## src/rtl/seg7_scan_driver.sv

```systemverilog
// Time-multiplexed common-anode 7-segment scanner with dead time,
// leading-zero blanking and frame-synchronous (tear-free) updates.
module seg7_scan_driver #(
   parameter int NDIGITS      = 8,
   parameter int REFRESH_DIV  = 100000,
   parameter int BLANK_CYCLES = 1000,
   localparam int IW = (NDIGITS > 1) ? $clog2(NDIGITS) : 1,
   localparam int CW = $clog2(REFRESH_DIV)
) (
   input  logic                 clk,
   input  logic                 rst_n,
   input  logic                 load,
   input  logic [4*NDIGITS-1:0] value,
   input  logic [NDIGITS-1:0]   dp,
   input  logic [NDIGITS-1:0]   digit_en,
   input  logic                 lz_blank,
   output logic [7:0]           seg,
   output logic [NDIGITS-1:0]   an,
   output logic [IW-1:0]        digit_idx,
   output logic                 frame_tick
);

   typedef enum logic {BLANK, DRIVE} state_t;

   localparam state_t RST_STATE = (BLANK_CYCLES > 0) ? BLANK : DRIVE;

   state_t state;
   logic [CW-1:0] slot_cnt;
   logic [CW-1:0] slot_nxt;
   logic [IW-1:0] idx_nxt;
   logic          slot_end;

   logic [4*NDIGITS-1:0] sh_val;
   logic [4*NDIGITS-1:0] ac_val;
   logic [NDIGITS-1:0]   sh_dp;
   logic [NDIGITS-1:0]   sh_en;
   logic [NDIGITS-1:0]   ac_dp;
   logic [NDIGITS-1:0]   ac_en;

   logic [3:0]         nib;
   logic               cur_dp;
   logic               cur_en;
   logic               lzb;
   logic [NDIGITS-1:0] an_d;
   logic [7:0]         seg_d;

   function automatic logic [6:0] glyph(input logic [3:0] n);
      case (n)
         4'h0: glyph = 7'h01;
         4'h1: glyph = 7'h4F;
         4'h2: glyph = 7'h12;
         4'h3: glyph = 7'h06;
         4'h4: glyph = 7'h4C;
         4'h5: glyph = 7'h24;
         4'h6: glyph = 7'h20;
         4'h7: glyph = 7'h0F;
         4'h8: glyph = 7'h00;
         4'h9: glyph = 7'h0C;
         4'hA: glyph = 7'h08;
         4'hB: glyph = 7'h60;
         4'hC: glyph = 7'h31;
         4'hD: glyph = 7'h42;
         4'hE: glyph = 7'h30;
         4'hF: glyph = 7'h38;
      endcase
   endfunction

   always_comb begin
      slot_end   = (slot_cnt == CW'(REFRESH_DIV - 1));
      frame_tick = slot_end && (digit_idx == IW'(NDIGITS - 1));
      slot_nxt   = slot_end ? '0 : slot_cnt + 1'b1;
      idx_nxt    = digit_idx;
      if (slot_end)
         idx_nxt = (digit_idx == IW'(NDIGITS - 1)) ? '0 : digit_idx + 1'b1;

      nib    = ac_val[4*digit_idx +: 4];
      cur_dp = ac_dp[digit_idx];
      cur_en = ac_en[digit_idx];
      // blanked when this and every more-significant nibble is zero
      lzb    = lz_blank && (digit_idx != '0)
               && ((ac_val >> (4*digit_idx)) == '0);

      an_d  = '1;
      seg_d = 8'hFF;
      if (state == DRIVE && cur_en) begin
         if (!lzb) begin
            an_d  = ~(NDIGITS'(1) << digit_idx);
            seg_d = {~cur_dp, glyph(nib)};
         end else if (cur_dp) begin
            an_d  = ~(NDIGITS'(1) << digit_idx);
            seg_d = 8'h7F;
         end
      end
   end

   always_ff @(posedge clk or negedge rst_n) begin
      if (!rst_n) begin
         state     <= RST_STATE;
         slot_cnt  <= '0;
         digit_idx <= '0;
         an        <= '1;
         seg       <= 8'hFF;
         sh_val    <= '0;
         sh_dp     <= '0;
         sh_en     <= '0;
         ac_val    <= '0;
         ac_dp     <= '0;
         ac_en     <= '0;
      end else begin
         slot_cnt  <= slot_nxt;
         digit_idx <= idx_nxt;
         state     <= (int'(slot_nxt) < BLANK_CYCLES) ? BLANK : DRIVE;
         an        <= an_d;
         seg       <= seg_d;
         if (load) begin
            sh_val <= value;
            sh_dp  <= dp;
            sh_en  <= digit_en;
         end
         // a load landing on the boundary goes straight to the display
         if (frame_tick) begin
            ac_val <= load ? value    : sh_val;
            ac_dp  <= load ? dp       : sh_dp;
            ac_en  <= load ? digit_en : sh_en;
         end
      end
   end

endmodule
```

## config.mk

```make
export PLATFORM = sky130hd
export DESIGN_NAME = seg7_scan_driver
export DESIGN_NICKNAME = d
export VERILOG_FILES = /design/src/rtl/seg7_scan_driver.sv
export SDC_FILE = /design/constraint.sdc
export NUM_CORES = 1
export LEC_CHECK = 0
export ABC_AREA = 1
export CAP_MARGIN = 20
export CORE_MARGIN = 4
export CORE_UTILIZATION = 57
export DETAILED_ROUTE_END_ITERATION = 6
export PLACE_DENSITY = 0.89
export SLEW_MARGIN = 15
export SYNTH_ARGS = -nofsm -noshare
export SYNTH_HDL_FRONTEND = slang
export SYNTH_SLANG_ARGS = --single-unit
```

## constraint.sdc

```tcl
create_clock -name clk -period 6.6 [get_ports clk]
set_input_delay 0.66 -clock clk [delete_from_list [all_inputs] [get_ports clk]]
set_output_delay 0.66 -clock clk [all_outputs]
set_load 0.02 [all_outputs]
```

==> key figures, run 1 <==
Status
  – Status: finished, final reports clean

Critical path
  – Endpoint class of the critical path: output port
  – Type of the worst setup path: reg2out
  – Crit path buf inv count: 2
  – Nature of the critical path startpoint: register
  – Most common cell type on the critical path: sky130_fd_sc_hd__ha_1
  – Arrival @ worst endpoint: 2.58 ns
  – Maximum cell stage delay along the critical path: 0.81 ns
  – Critical Path RT: 5.94 ns
  – Worst setup path startpoint: digit_idx[1]
  – Largest fanout of any net on the critical path: 22
  – Cell with the biggest individual delay on the critical path: sky130_fd_sc_hd__dfrtp_1
  – Cell chain of the critical path: ha_1, ha_1, inv_1, nor2_1, clkdlybuf4s50_1
  – Critical path's top delay family: flip-flops
  – Origin of the critical flop-to-flop path: digit_idx[0]

Power
  – Power density cells: 241.4 mW/mm^2
  – Sequential group share of total power: 44.2%
  – Switching part of the total power: 21.88%
  – Share of total power in the clock network: 49.3%
  – Maximum vdd drop: 239.1 uV
  – Internal power contribution: 1527 uW
  – Total net switching power: 427.6 uW
  – P_leak: 0.004430 uW
  – Combinational Power Share: 6.5%
  – Total power: 1955 uW

Clocking
  – Hold Buf Count CTS: 0
  – Maximum buffer depth of the clock tree: 2
  – Clock transition at the register clock pins on the worst setup and hold paths after CTS: 0.06 ns
  – Clock root buffer: sky130_fd_sc_hd__clkbuf_16
  – Clk sink count: 133
  – Inserted Clock Buffers: 17
  – Later-pin clock latency in the skew report: 0.43 ns
  – H-tree levels: 4
  – CTS tree: done
  – Post-CTS repair timing setup buffer count: 0
  – Post-CTS Resized: 0

Timing
  – WHS: 0.3031 ns
  – Final min period: 3.240 ns
  – Part of the cycle the worst path needs: 49.10%
  – Final setup viols: 0
  – Number of slew-limit violations in the final report: 0
  – Setup TNS: 0 ns
  – RSZ-0062 raised after global routing: false
  – Maximum clock rate: 0.3086 GHz
  – Final number of hold-violating endpoints: 0
  – Layout Skew: 0.01115 ns
  – Max-slew headroom at the worst pin: 41.38%
  – Actual transition at the worst max-transition pin: 0.8793 ns

Synthesis
  – Mapped Cells: 770
  – Synthesized netlist net count: 834
  – Count of flip-flops with a built-in enable after synthesis: 0
  – Fraction of registers with async set or reset after synthesis: 100.0%
  – Post-synth cell types: 36
  – Number of warning messages in the yosys log: 0
  – Most used DFF post-synth: sky130_fd_sc_hd__dfrtp_1
  – Sequential-to-total area share from yosys stat: 49.76%
  – Average size of a mapped cell: 8.739 sq um
  – Post-synthesis register bit count: 133
  – Cell Area, Synth: 0.006729 sq mm

Floorplanning
  – Total Die Area: 0.01361 sq mm
  – Die span in x: 116.7 um
  – Die Y: 116.7 um
  – Core area: 0.01147 sq mm
  – Number of placed I/O pins: 72
  – Count of standard-cell rows: 39
  – Initial cell density of the core: 58.68%

GRT
  – Pin count of the biggest net entering global routing: 79
  – Leftover overflow at the end of global routing: 0
  – Via count of the first global-routing pass: 5156
  – Overall routing resource usage: 23.69%
  – Wire length of the first global-routing pass: 24.96 mm
  – Antenna violations before repair: 0

Layout
  – Post-layout nets: 901
  – Fraction of layout cells with a size suffix above 1: 13.76%
  – Leading cell types in the layout, fill and taps excluded: sky130_fd_sc_hd__nand2_1, sky130_fd_sc_hd__inv_1, sky130_fd_sc_hd__dfrtp_1
  – Antenna diodes: 0
  – Layout area overhead: 20.32%
  – Most common cell after layout, fill and taps aside: sky130_fd_sc_hd__nand2_1
  – Finished Layout Cells: 993

Routing
  – Vias after detailed routing: 5302
  – First DRT Iteration DRCs: 463
  – Count of nets left with antenna violations after detail routing: 0
  – Via-per-instance ratio: 5.339
  – Total Wirelength: 14.79 mm
  – Post-DR wirelength/cell: 14.89 um
  – Remaining DRCs: 0
  – DRT Pass-1 Iters: 5

Flow run
  – Max cap viols: 0

Hold path
  – Type of the tightest min-delay check: in2async

Place
  – Count of input and output buffers: 71
  – GP Congestion: 0.9390
  – Inst Count DP: 960
  – Post-DP HPWL: 9.766 mm
## through the flow
step           area, sq um  util [%]  setup WS, ns
6_report              8097     70.61         3.360
4_1_cts               8077     70.43         3.365
5_1_grt               8097     70.61         3.228
2_1_floorplan         6729         -         4.305
3_3_place_gp          7467     65.12         3.869
3_5_place_dp          7467     65.12         3.827
## cell usage after synthesis (13+ instances only)
master	number	area [sq um]
sky130_fd_sc_hd__nand2_1	165	619.3
sky130_fd_sc_hd__inv_1	137	514.2
sky130_fd_sc_hd__dfrtp_1	117	2928
sky130_fd_sc_hd__nand3_1	68	340.3
sky130_fd_sc_hd__mux2_2	48	540.5
sky130_fd_sc_hd__nor2_1	38	142.6
sky130_fd_sc_hd__o21ai_0	33	165.2
sky130_fd_sc_hd__o21ai_1	24	120.1
sky130_fd_sc_hd__mux2i_1	18	180.2
sky130_fd_sc_hd__dfstp_2	16	420.4
sky130_fd_sc_hd__a21oi_1	14	70.07
sky130_fd_sc_hd__nand4_1	14	87.58
sky130_fd_sc_hd__buf_2	13	65.06
## cell type report
type                    instances  area, sq um
fillers                       784         3371
flip-flops and latches        133         3348
multi-input cells             469         2684
repair buffers                 74        738.2
inverters                     142        538.0
clock buffers                  19        452.9
well taps                     143        178.9
clock inverters                13        156.4
## power groups by stage
stage | Clock (uW) | Combinational, uW | Sequential, uW
detailed placement | 0 | 124 | 877
global placement | 0 | 122 | 875
CTS | 974 | 127 | 864
global route | 1010 | 142 | 867
floorplan | 0 | 64.3 | 872
finish | 963 | 127 | 864
## per-layer routing
metal | GRT usage (%) | vias to the layer above | wire [um]
met4 | 9.557 | 0 | 320
met3 | 5.026 | 24 | 988
met2 | 36.46 | 219 | 6871
met5 | 0 | - | 0
li1 | - | 2578 | -
met1 | 33.06 | 2481 | 6608
## kinds of logic after synthesis
kind of cell	synth area share (%)
compound gates	5.801
xor+xnor	0.7810
fa+ha+maj	2.231
buf+inv	10.36
flops	49.76
mux	10.71
simple gates	20.36
## registers in the layout, summed over array words and instances (netlist names), 8 cells and up
register,cells
seg,8
sh_val,32
slot_cnt,17
sh_dp,8
sh_en,8
ac_val,32
ac_dp,8
ac_en,8
an,8
## path summary, 6_finish.rpt
path	end	slack, ns	cells past startpoint
setup / recovery	frame_tick	3.36	5
hold / removal	ac_val[20]	0.30	1
setup reg to reg	seg[4]	3.74	16
hold reg to reg	slot_cnt[0]	0.47	1
max in group asynchronous	slot_cnt[15]	4.96	2
min in group clk	slot_cnt[0]	0.47	1
No activity file was read; power rests on OpenSTA's default activity.
==> inputs of run 2 (changes only) <==
- clock period: 6.6 -> 3.27 ns (I/O delays scaled with it)
==> key figures, run 2 (synthesis gave the netlist of run 1 again) <==
Routing
  – First DRT Iteration DRCs: 509 (+9.9%)
  – Post-DR wirelength/cell: 14.21 um (-4.6%)
  – Total Wirelength: 14.19 mm (-4.1%)
  – Vias after detailed routing: 5314 (+0.23%)
  – DRT Pass-1 Iters: 6 (+1)
  – Remaining DRCs: 0 (unchanged)
  – Via-per-instance ratio: 5.325 (-0.28%)
  – Count of nets left with antenna violations after detail routing: 0 (unchanged)

Timing
  – Final setup viols: 0 (unchanged)
  – Final number of hold-violating endpoints: 0 (unchanged)
  – Setup TNS: 0 ns (unchanged)
  – Part of the cycle the worst path needs: 82.84%
  – RSZ-0062 raised after global routing: false
  – Maximum clock rate: 0.3692 GHz
  – Max-slew headroom at the worst pin: 41.25% (-0.13 points)
  – Number of slew-limit violations in the final report: 0 (unchanged)
  – Layout Skew: 0.01349 ns (+0.002340 ns)
  – Final min period: 2.709 ns
  – Actual transition at the worst max-transition pin: 0.8812 ns (+0.001927 ns)

Layout
  – Antenna diodes: 0 (unchanged)
  – Most common cell after layout, fill and taps aside: sky130_fd_sc_hd__nand2_1
  – Registers with the highest flip-flop counts: ac_val x32, sh_val x32, slot_cnt x17
  – Non-Filler Cell Area, Final: 0.008157 sq mm (+0.74%)
  – Post-layout nets: 906 (+0.55%)
  – Layout area overhead: 21.22%
  – Fraction of layout cells with a size suffix above 1: 13.68% (-0.080 points)
  – Leading cell types in the layout, fill and taps excluded: sky130_fd_sc_hd__nand2_1, sky130_fd_sc_hd__inv_1, sky130_fd_sc_hd__dfrtp_1

Place
  – Post-DP HPWL: 9.939 mm (+1.8%)
  – Count of input and output buffers: 71 (unchanged)
  – Placed standard-cell area: 0.007510 sq mm (+0.57%)
  – GP Congestion: 0.9266 (-1.3%)

Clocking
  – Post-CTS Resized: 0 (unchanged)
  – Clk sink count: 133 (unchanged)
  – Later-pin clock latency in the skew report: 0.42 ns (about the same)
  – Clock transition at the register clock pins on the worst setup and hold paths after CTS: 0.06 ns (about the same)
  – Maximum buffer depth of the clock tree: 2 (unchanged)
  – Clock root buffer: sky130_fd_sc_hd__clkbuf_16
  – Inserted Clock Buffers: 17 (unchanged)
  – H-tree levels: 4 (unchanged)
  – CTS tree: done

Critical path
  – Maximum cell stage delay along the critical path: 0.62 ns (-0.19 ns)
  – Largest fanout of any net on the critical path: 13 (-41%)
  – Crit path buf inv count: 2 (unchanged)
  – Type of the worst setup path: reg2out
  – Cell with the biggest individual delay on the critical path: sky130_fd_sc_hd__dfrtp_1
  – Cell chain of the critical path: ha_1, ha_1, inv_1, nor2_1, clkdlybuf4s50_1
  – Endpoint class of the critical path: output port
  – Most common cell type on the critical path: sky130_fd_sc_hd__ha_1
  – Origin of the critical flop-to-flop path: digit_idx[1]
  – Arrival @ worst endpoint: 2.38 ns (-0.20 ns)
  – Critical path's top delay family: buffers and inverters
  – Nature of the critical path startpoint: register
  – Worst setup path startpoint: digit_idx[1]
  – Critical Path RT: 2.94 ns (-3.00 ns)

GRT
  – Leftover overflow at the end of global routing: 0 (unchanged)
  – Overall routing resource usage: 22.78% (-0.91 points)
  – Via count of the first global-routing pass: 5199 (+0.83%)
  – Antenna violations before repair: 0 (unchanged)
  – Pin count of the biggest net entering global routing: 79 (unchanged)
  – Wire length of the first global-routing pass: 24.44 mm (-2.1%)

Power
  – Power density cells: 487.9 mW/mm^2 (+100%)
  – P_leak: 0.004467 uW (+0.83%)
  – Maximum vdd drop: 420.2 uV (+76%)

Floorplanning
  – Count of standard-cell rows: 39 (unchanged)
  – Die span in x: 116.7 um (unchanged)
  – Core area: 0.01147 sq mm (unchanged)
  – Number of placed I/O pins: 72 (unchanged)
  – Total Die Area: 0.01361 sq mm (unchanged)
  – Initial cell density of the core: 58.68% (unchanged)
  – Die Y: 116.7 um (unchanged)

Status
  – Status: finished, final reports clean

Hold path
  – Type of the tightest min-delay check: in2async

Flow run
  – Max cap viols: 0 (unchanged)
-- run 2: area by class of cell --
cell class                      count  area (sq um)
Clock inverter                     10         152.6
Clock buffer                       22         464.2
Fill cell                         772          3311
Multi-Input combinational cell    469          2684
Tap cell                          143         178.9
Sequential cell                   133          3348
Inverter                          142         538.0
Timing Repair Buffer               79         790.8
-- run 2: power breakdown --
| part | internal, uW | switching [uW] | leakage (uW) |
|---|---|---|---|
| registers | 1720 | 24.5 | 0.00166 |
| clock network | 1310 | 672 | 0.000305 |
| logic | 135 | 123 | 0.00250 |
-- run 2: path summary, 6_finish.rpt --
path / end / slack, ns / cells past startpoint
setup / recovery: frame_tick / 0.56 / 5
hold / removal: ac_val[23] / 0.41 / 2
setup reg to reg: seg[3] / 0.79 / 14
hold reg to reg: slot_cnt[0] / 0.46 / 1
max in group asynchronous: an[1] / 2.00 / 3
min in group clk: slot_cnt[0] / 0.46 / 1
-- run 2: per-layer routing --
| layer | track usage, % | wire length, um | share of wire [%] | vias to the layer above |
|---|---|---|---|---|
| met3 | 6.218 | 969 | 6.8 | 41 |
| li1 | - | - | - | 2578 |
| met1 | 31.24 | 6303 | 44 | 2481 |
| met2 | 34.94 | 6532 | 46 | 214 |
| met4 | 8.563 | 379 | 2.7 | 0 |
| met5 | 0 | 0 | 0 | - |
-- run 2: repair_timing --
action,CTS,global route
endpoints found under the hold margin,34,0
hold buffers,1,0
setup buffers,0,0
-- run 2: stage by stage --
| step | power, uW | instances | utilization, % | hold slack [ns] | setup WS [ns] |
|---|---|---|---|---|---|
| floorplan | 1890 | 770 | - | 0.03141 | 0.9745 |
| CTS | 3999 | 997 | 70.95 | 0.4129 | 0.5776 |
| detailed placement | 2026 | 964 | 65.49 | 0.3175 | 0.8530 |
| global route | 4119 | 998 | 71.13 | 0.4616 | 0.4570 |
| finish | 3980 | 998 | 71.13 | 0.4144 | 0.5612 |
| global placement | 2015 | 964 | 65.49 | 0.3158 | 0.9565 |
-- run 2: worst register-to-register path: stages (launching register included) --
cell and delay [ns]:
sky130_fd_sc_hd__dfrtp_1 0.62, sky130_fd_sc_hd__inv_2 0.26, sky130_fd_sc_hd__nand3_1 0.14, sky130_fd_sc_hd__nand2_1 0.08, sky130_fd_sc_hd__o21ai_1 0.26, sky130_fd_sc_hd__inv_1 0.15
sky130_fd_sc_hd__ha_1 0.21, sky130_fd_sc_hd__nand2_1 0.07, sky130_fd_sc_hd__a21oi_1 0.04, sky130_fd_sc_hd__nand2_1 0.08, sky130_fd_sc_hd__inv_1 0.03, sky130_fd_sc_hd__nand3_1 0.07
sky130_fd_sc_hd__nor2_1 0.07, sky130_fd_sc_hd__nand2_1 0.18, sky130_fd_sc_hd__nand3_1 0.12
